<file path="config.mk">
export PLATFORM = sky130hd
export DESIGN_NAME = universal_shift_reg_n
export DESIGN_NICKNAME = d
export VERILOG_FILES = /design/src/rtl/universal_shift_reg_n.sv
export SDC_FILE = /design/constraint.sdc
export NUM_CORES = 1
export LEC_CHECK = 0
export CORE_AREA = 3 3 63 65
export DETAILED_ROUTE_END_ITERATION = 6
export DIE_AREA = 0 0 66 68
export HOLD_SLACK_MARGIN = 0.05
export PLACE_DENSITY = 0.69
export SYNTH_ARGS = -nofsm -noshare
export SYNTH_HDL_FRONTEND = slang
export SYNTH_SLANG_ARGS = --single-unit
</file>
<file path="constraint.sdc">
create_clock -name clock -period 1.35 [get_ports clock]
set_input_delay 0.2025 -clock clock [delete_from_list [all_inputs] [get_ports clock]]
set_output_delay 0.2025 -clock clock [all_outputs]
set_load 0.03 [all_outputs]
</file>
<file path="src/rtl/universal_shift_reg_n.sv">
// WIDTH-bit universal shift register with serial I/O, rotate/arith modes and a counted burst engine.
// Latency: MODE ops take effect at the next edge; a burst takes COUNT enabled edges, then DONE for one cycle.
// Backpressure: ENABLE low holds the register in IDLE and stalls RUN without consuming a step.
module universal_shift_reg_n #(
    parameter int WIDTH = 8,
    parameter int CNT_W = 4
) (
    input  logic             clock,
    input  logic             reset,
    input  logic             ENABLE,
    input  logic [2:0]       MODE,
    input  logic [WIDTH-1:0] DATAIN,
    input  logic             SIN_R,
    input  logic             SIN_L,
    input  logic             START,
    input  logic             BDIR,
    input  logic             BROT,
    input  logic [CNT_W-1:0] COUNT,
    output logic [WIDTH-1:0] DATAOUT,
    output logic             SOUT_R,
    output logic             SOUT_L,
    output logic             BUSY,
    output logic             DONE
);

    typedef enum logic [1:0] {
        IDLE    = 2'd0,
        RUN     = 2'd1,
        DONE_ST = 2'd2
    } state_t;

    state_t             state_q, state_d;
    logic [WIDTH-1:0]   data_q,  data_d;
    logic [CNT_W-1:0]   cnt_q,   cnt_d;
    logic               dir_q,   dir_d;
    logic               rot_q,   rot_d;
    logic               busy_q,  busy_d;
    logic               done_q,  done_d;
    logic [WIDTH-1:0]   step_val;

    // One burst step: the bit shifted out re-enters on rotate, otherwise zero fill.
    always_comb begin
        if (dir_q) begin
            step_val = {data_q[WIDTH-2:0], rot_q & data_q[WIDTH-1]};
        end else begin
            step_val = {rot_q & data_q[0], data_q[WIDTH-1:1]};
        end
    end

    always_comb begin
        state_d = state_q;
        data_d  = data_q;
        cnt_d   = cnt_q;
        dir_d   = dir_q;
        rot_d   = rot_q;
        case (state_q)
            IDLE: begin
                if (START) begin
                    dir_d   = BDIR;
                    rot_d   = BROT;
                    cnt_d   = COUNT;
                    state_d = (COUNT != '0) ? RUN : DONE_ST;
                end else if (ENABLE) begin
                    case (MODE)
                        3'b001:  data_d = {SIN_R, data_q[WIDTH-1:1]};
                        3'b010:  data_d = {data_q[WIDTH-2:0], SIN_L};
                        3'b011:  data_d = DATAIN;
                        3'b100:  data_d = {data_q[0], data_q[WIDTH-1:1]};
                        3'b101:  data_d = {data_q[WIDTH-2:0], data_q[WIDTH-1]};
                        3'b110:  data_d = {data_q[WIDTH-1], data_q[WIDTH-1:1]};
                        default: data_d = data_q;
                    endcase
                end
            end
            RUN: begin
                if (ENABLE) begin
                    data_d = step_val;
                    cnt_d  = cnt_q - 1'b1;
                    if (cnt_q == CNT_W'(1)) begin
                        state_d = DONE_ST;
                    end
                end
            end
            DONE_ST: state_d = IDLE;
            default: state_d = IDLE;
        endcase
        busy_d = (state_d == RUN);
        done_d = (state_d == DONE_ST);
    end

    always_ff @(posedge clock or negedge reset) begin
        if (!reset) begin
            state_q <= IDLE;
            data_q  <= '0;
            cnt_q   <= '0;
            dir_q   <= 1'b0;
            rot_q   <= 1'b0;
            busy_q  <= 1'b0;
            done_q  <= 1'b0;
        end else begin
            state_q <= state_d;
            data_q  <= data_d;
            cnt_q   <= cnt_d;
            dir_q   <= dir_d;
            rot_q   <= rot_d;
            busy_q  <= busy_d;
            done_q  <= done_d;
        end
    end

    assign DATAOUT = data_q;
    assign SOUT_R  = data_q[0];
    assign SOUT_L  = data_q[WIDTH-1];
    assign BUSY    = busy_q;
    assign DONE    = done_q;

endmodule

</file>
# After elaboration in Yosys (flattened, before gate mapping)
# Index checks and enable logic that the tools add are counted.
[totals]
register_bits = 18
output_inout_bits = 12
[classes]
n_bitwise = 2
mux = 14
n_addsub = 1
n_eq_ne = 17
reduce_logical = 7
[ops]
columns = ["cell", "n"]
rows = [
  ["8-bit case mux with 6 select lines", 1],
  ["8-bit two-way mux", 4],
  ["8-bit case mux with 2 select lines", 1],
  ["2-bit != test, second input constant", 5],
  ["3-bit equality test, second input constant", 3],
  ["2-bit two-way mux", 4],
  ["4-bit two-way mux", 2],
  ["4-bit case mux with 2 select lines", 1],
  ["7-bit by 1-bit != test with 1-bit output, second input constant", 1],
  ["3-bit by 2-bit equality test with 1-bit output, second input constant", 2],
  ["6-bit by 1-bit != test with 1-bit output, second input constant", 1],
  ["6-bit AND reduction", 1],
  ["5-bit AND reduction", 1],
  ["2-bit by 1-bit equality test with 1-bit output, second input constant", 2],
  ["4-bit by 1-bit equality test with 1-bit output, second input constant", 1],
  ["2-bit case mux with 2 select lines", 1],
  ["4-bit nonzero test", 1],
  ["4-bit by 1-bit subtractor with 4-bit output, second input constant", 1],
  ["3-bit by 1-bit equality test with 1-bit output, second input constant", 1],
  ["3-bit AND reduction", 1],
  ["1-bit bitwise AND", 2],
  ["2-bit equality test, second input constant", 1],
  ["2-bit logical NOT", 1],
  ["2-bit AND reduction", 1],
  ["2-bit nonzero test", 1],
]

# Longest topological paths before layout
[logic_depth]
word_depth = 5
ltp_mapped = 6

# Worst setup path after synthesis
# OpenSTA, ideal clock, no wires.
[synth_timing]
kind = "reg2reg"
from = "reg state_q[0]"
to = "reg data_q[4] (netlist: DATAOUT[4])"
setup_slack_ns = 0.008
arrival_ns = 1.214
path_buffers = 2
path_stages_with_launch = 7
cell_sequence = "dfrtp_1 > buf_6 > and2b_4 > buf_6 > a21o_1 > a221oi_1 > o2bb2ai_1"
[synth_between]
elab_chain_cells = 3
elab_cells_between_ends = 9
classes_between = "5 x eq/ne; 1 x mux; 3 x reduce/logical"
[synth_lines]
columns = ["element", "line_no", "rtl"]
rows = [
  ["start: declaration", "32", "state_t state_q, state_d;"],
  ["start signal: assignment", "101", "state_q <= state_d;"],
  ["2-bit logical NOT / 2-bit by 1-bit equality test with 1-bit output (equally long branches)", "56", "case (state_q)"],
  ["7-bit by 1-bit != test with 1-bit output (no line), or another cell as far along", "n/a", ""],
  ["5-bit AND reduction (no line)", "n/a", ""],
  ["end signal: assignment", "102", "data_q <= data_d;"],
  ["end: declaration", "33", "logic [WIDTH-1:0] data_q, data_d;"],
]
# Parallel ways exist; a longest one is shown, timed or not.
# A chain may end at the register's enable or synchronous reset.

# Worst setup path in the final report
[layout_timing]
from = "reg state_q[1]"
to = "reg cnt_q[3]"
[layout_between]
elab_chain_cells = 3
elab_cells_between_ends = 7
classes_between = "3 x eq/ne; 1 x mux; 3 x reduce/logical"
[layout_lines]
columns = ["element", "line_no", "rtl"]
rows = [
  ["2-bit by 1-bit equality test with 1-bit output / 2-bit logical NOT (equally long branches)", "56", ""],
  ["2-bit != test (no line) / 2-bit nonzero test (equally long branches)", "n/a", ""],
  ["3-bit AND reduction (no line)", "n/a", ""],
  ["end signal: assignment", "103", "cnt_q <= cnt_d;"],
  ["end: declaration", "34", "logic [CNT_W-1:0] cnt_q, cnt_d;"],
]
# Parallel ways exist; a longest one is shown, timed or not.

==> summary.txt <==
Run status: complete, but fails checks
Placed cells: 261
Unrepaired setup endpoints after global routing: true
Top FF cell, synth: dfrtp_1
Total grt overflow: 0
Root Driver: clkbuf_4
Global route hottest layer: met2
Number of diodes: 0
Worst Path Buf+Inv: 1
Vias in the first global route: 1458
Core Region: 3390 um2
Worst Tran Pin Value: 0.389 ns
Drt first pass iters: 4
Die Ht: 68 um
First DRT Iteration DRCs: 74
Commonest non-fill, non-tap cell in the layout: buf_4
Post-synth net total: 186
Row count: 21
Setup crit end kind: flip-flop
Clk Latency, worst-skew pair: 0.29 ns
Hold WS: 0.234 ns
Post-place setup slack: -0.440 ns
Port Buffer Count: 34
CP top delay family: flip-flops
First-pass GRT wire length: 6.77 mm
Post-Route WL: 4.15 mm
Drt drc: 0
Clk slew on worst S/H paths: 0.11 ns
Hold_buf cts: 0
Layout Cells excl Fill: 269
Slew Viols, Final: 0
Failing checks: setup timing
Final WS setup: -0.0105 ns
Total number of vias: 1477
Layout cell share with drive strength beyond 1: 35.4%
Pleak: 0.000969 uW
Register area share after synthesis: 29.5%
Clock Power Share: 7.9%
Cell Area, Synth: 1530 um2
Clk_skew: 0.00738 ns
Cell Chain, Critical Path: and2b_4 -> buf_4 -> nand3_1 -> o21ai_0 -> a21oi_1
Nets: 249
Synth warn: 0
Critical path startpoint category: flip-flop
Slowest CP cell: dfrtp_2
Most frequent cells in the layout: 34 x buf_4, 19 x clkdlybuf4s50_1, 16 x dfrtp_1, 14 x nand2_1
HPWL Detailed: 3.13 mm
Mapped Cells: 161
Crit path DAT: 1.54 ns
Async SR Flop Fraction: 100%
CP max FO: 8
Switching share of total power: 44.9%
CTS sink cnt: 18
Critical path class: flip-flop to flip-flop
Global Route Usage Sum: 19.6%
Avg WL per Cell: 15.4 um
P per Cell Area: 1840 nW/um2
Grt met3 use: 1.97%
CTS tree: built
Post-synthesis register bit count: 18
Critical Path RT: 1.53 ns
Tcrit/Tclk final: 101%
HP Class: input port to asynchronous set/reset pin
Netlist cell types: 51
CTS buffer count: 3
Routed Antenna Nets: 0
Mapped Avg Cell Area: 9.47 um2
Peak supply drop: 0.920 mV
Met2 global-route usage: 36.3%
Max Clk Rate: 0.735 GHz
Internal power: 2280 uW
Share of power burned in registers: 26.1%
Initial antenna violation count: 0
Largest net degree at the start of global routing: 19
GP Congestion: 0.911
Final hold vios: 0
CTS max path bufs: 2
Tot Pwr: 4140 uW
Comb power frac: 66.0%
Crit path time final: 1.36 ns
CP max stage delay: 0.48 ns
Initial core utilization: 45.0%
NetSw: 1860 uW
Max_slew headroom: 74.0%
Die ar.: 4490 um2
Post-synth EDFFs: 0
Area Overhead vs Synth: 47.5%
Io pins: 35
Setup TNS: -0.0105 ns
Max_cap viols: 0
Vias/cell: 5.49
H-tree depth: 1
Setup Viol. Count Final: 1
Chip width: 66 um
Grt met1 use: 23.4%
==> cell type report <==
type / count / area, um2
Sequential cell: 18 / 453
Tap cell: 46 / 57.6
Clock buffer: 4 / 36.3
Inverter: 6 / 22.5
Fill cell: 279 / 1140
Multi-Input combinational cell: 124 / 1010
Timing Repair Buffer: 71 / 674
==> timing repair <==
action                                  CTS  global route
cloned                                    1             0
buffers inserted                          2             1
pin swaps                                 3             4
resized for setup                        15            15
endpoints found under the setup margin   13            12
==> worst register-to-register path, stage by stage (launching register included) <==
cell     delay, ns
dfrtp_2       0.48
and2b_4       0.35
buf_4         0.15
nand3_1       0.08
o21ai_0       0.09
a21oi_1       0.10
==> stage by stage <==
| stage | utilization, % | area, um2 |
|---|---|---|
| 2_1_floorplan | - | 1530 |
| 3_3_place_gp | 60.5 | 2050 |
| 3_5_place_dp | 60.5 | 2050 |
| 4_1_cts | 63.9 | 2160 |
| 5_1_grt | 66.4 | 2250 |
| 6_report | 66.4 | 2250 |
==> sequential cells by signal (all words and copies together), names as in the netlist <==
signal	cells
state_q	2
rot_q	1
DATAOUT	8
dir_q	1
DONE	1
cnt_q	4
BUSY	1
==> layer usage <==
metal,vias up,wire (um)
met3,6,147
met1,703,1750
met2,43,2200
li1,725,-
met4,0,54
met5,-,0
==> power by group through the flow <==
| stage | clock (uW) | sequential, uW | combinational [uW] |
|---|---|---|---|
| after floorplan | 0 | 1260 | 1410 |
| after global placement | 0 | 1060 | 2430 |
| after detailed placement | 0 | 1070 | 2500 |
| after CTS | 337 | 1070 | 2570 |
| after global routing | 367 | 1140 | 2960 |
| final | 328 | 1080 | 2730 |
==> cell usage after synthesis, types with 5 or more instances <==
cell / instances / area share (%)
dfrtp_1: 18 / 30
inv_1: 6 / 1.5
mux2i_1: 7 / 4.6
buf_4: 6 / 3.0
o2bb2ai_1: 8 / 4.6
buf_6: 5 / 3.7
a21oi_1: 11 / 3.6
nand3_1: 10 / 3.3
nand2_1: 14 / 3.4
==> worst paths after layout <==
kind	from	end	slack [ns]	depth (start not counted)
min	reset	rot_q$_DFFE_PN0P_	0.23	2
max	state_q[1]$_DFF_PN0_	cnt_q[3]$_DFFE_PN0P_	-0.01	5
max in group asynchronous	reset	state_q[0]$_DFF_PN0_	0.91	2
min in group clock	BDIR	dir_q$_DFFE_PN0P_	0.52	2
min reg2reg	state_q[1]$_DFF_PN0_	state_q[0]$_DFF_PN0_	0.55	1
max reg2reg	state_q[1]$_DFF_PN0_	cnt_q[3]$_DFFE_PN0P_	-0.01	5
==> cells by family after synthesis <==
logic type	Yosys count	share of synthesized area, %
simple gates	62	25.7
compound gates	51	28.3
buf+inv	19	8.78
flops	18	29.5
mux	9	6.07
fa+ha+maj	2	1.64
Note: power is estimated with default switching activity, not from simulation.
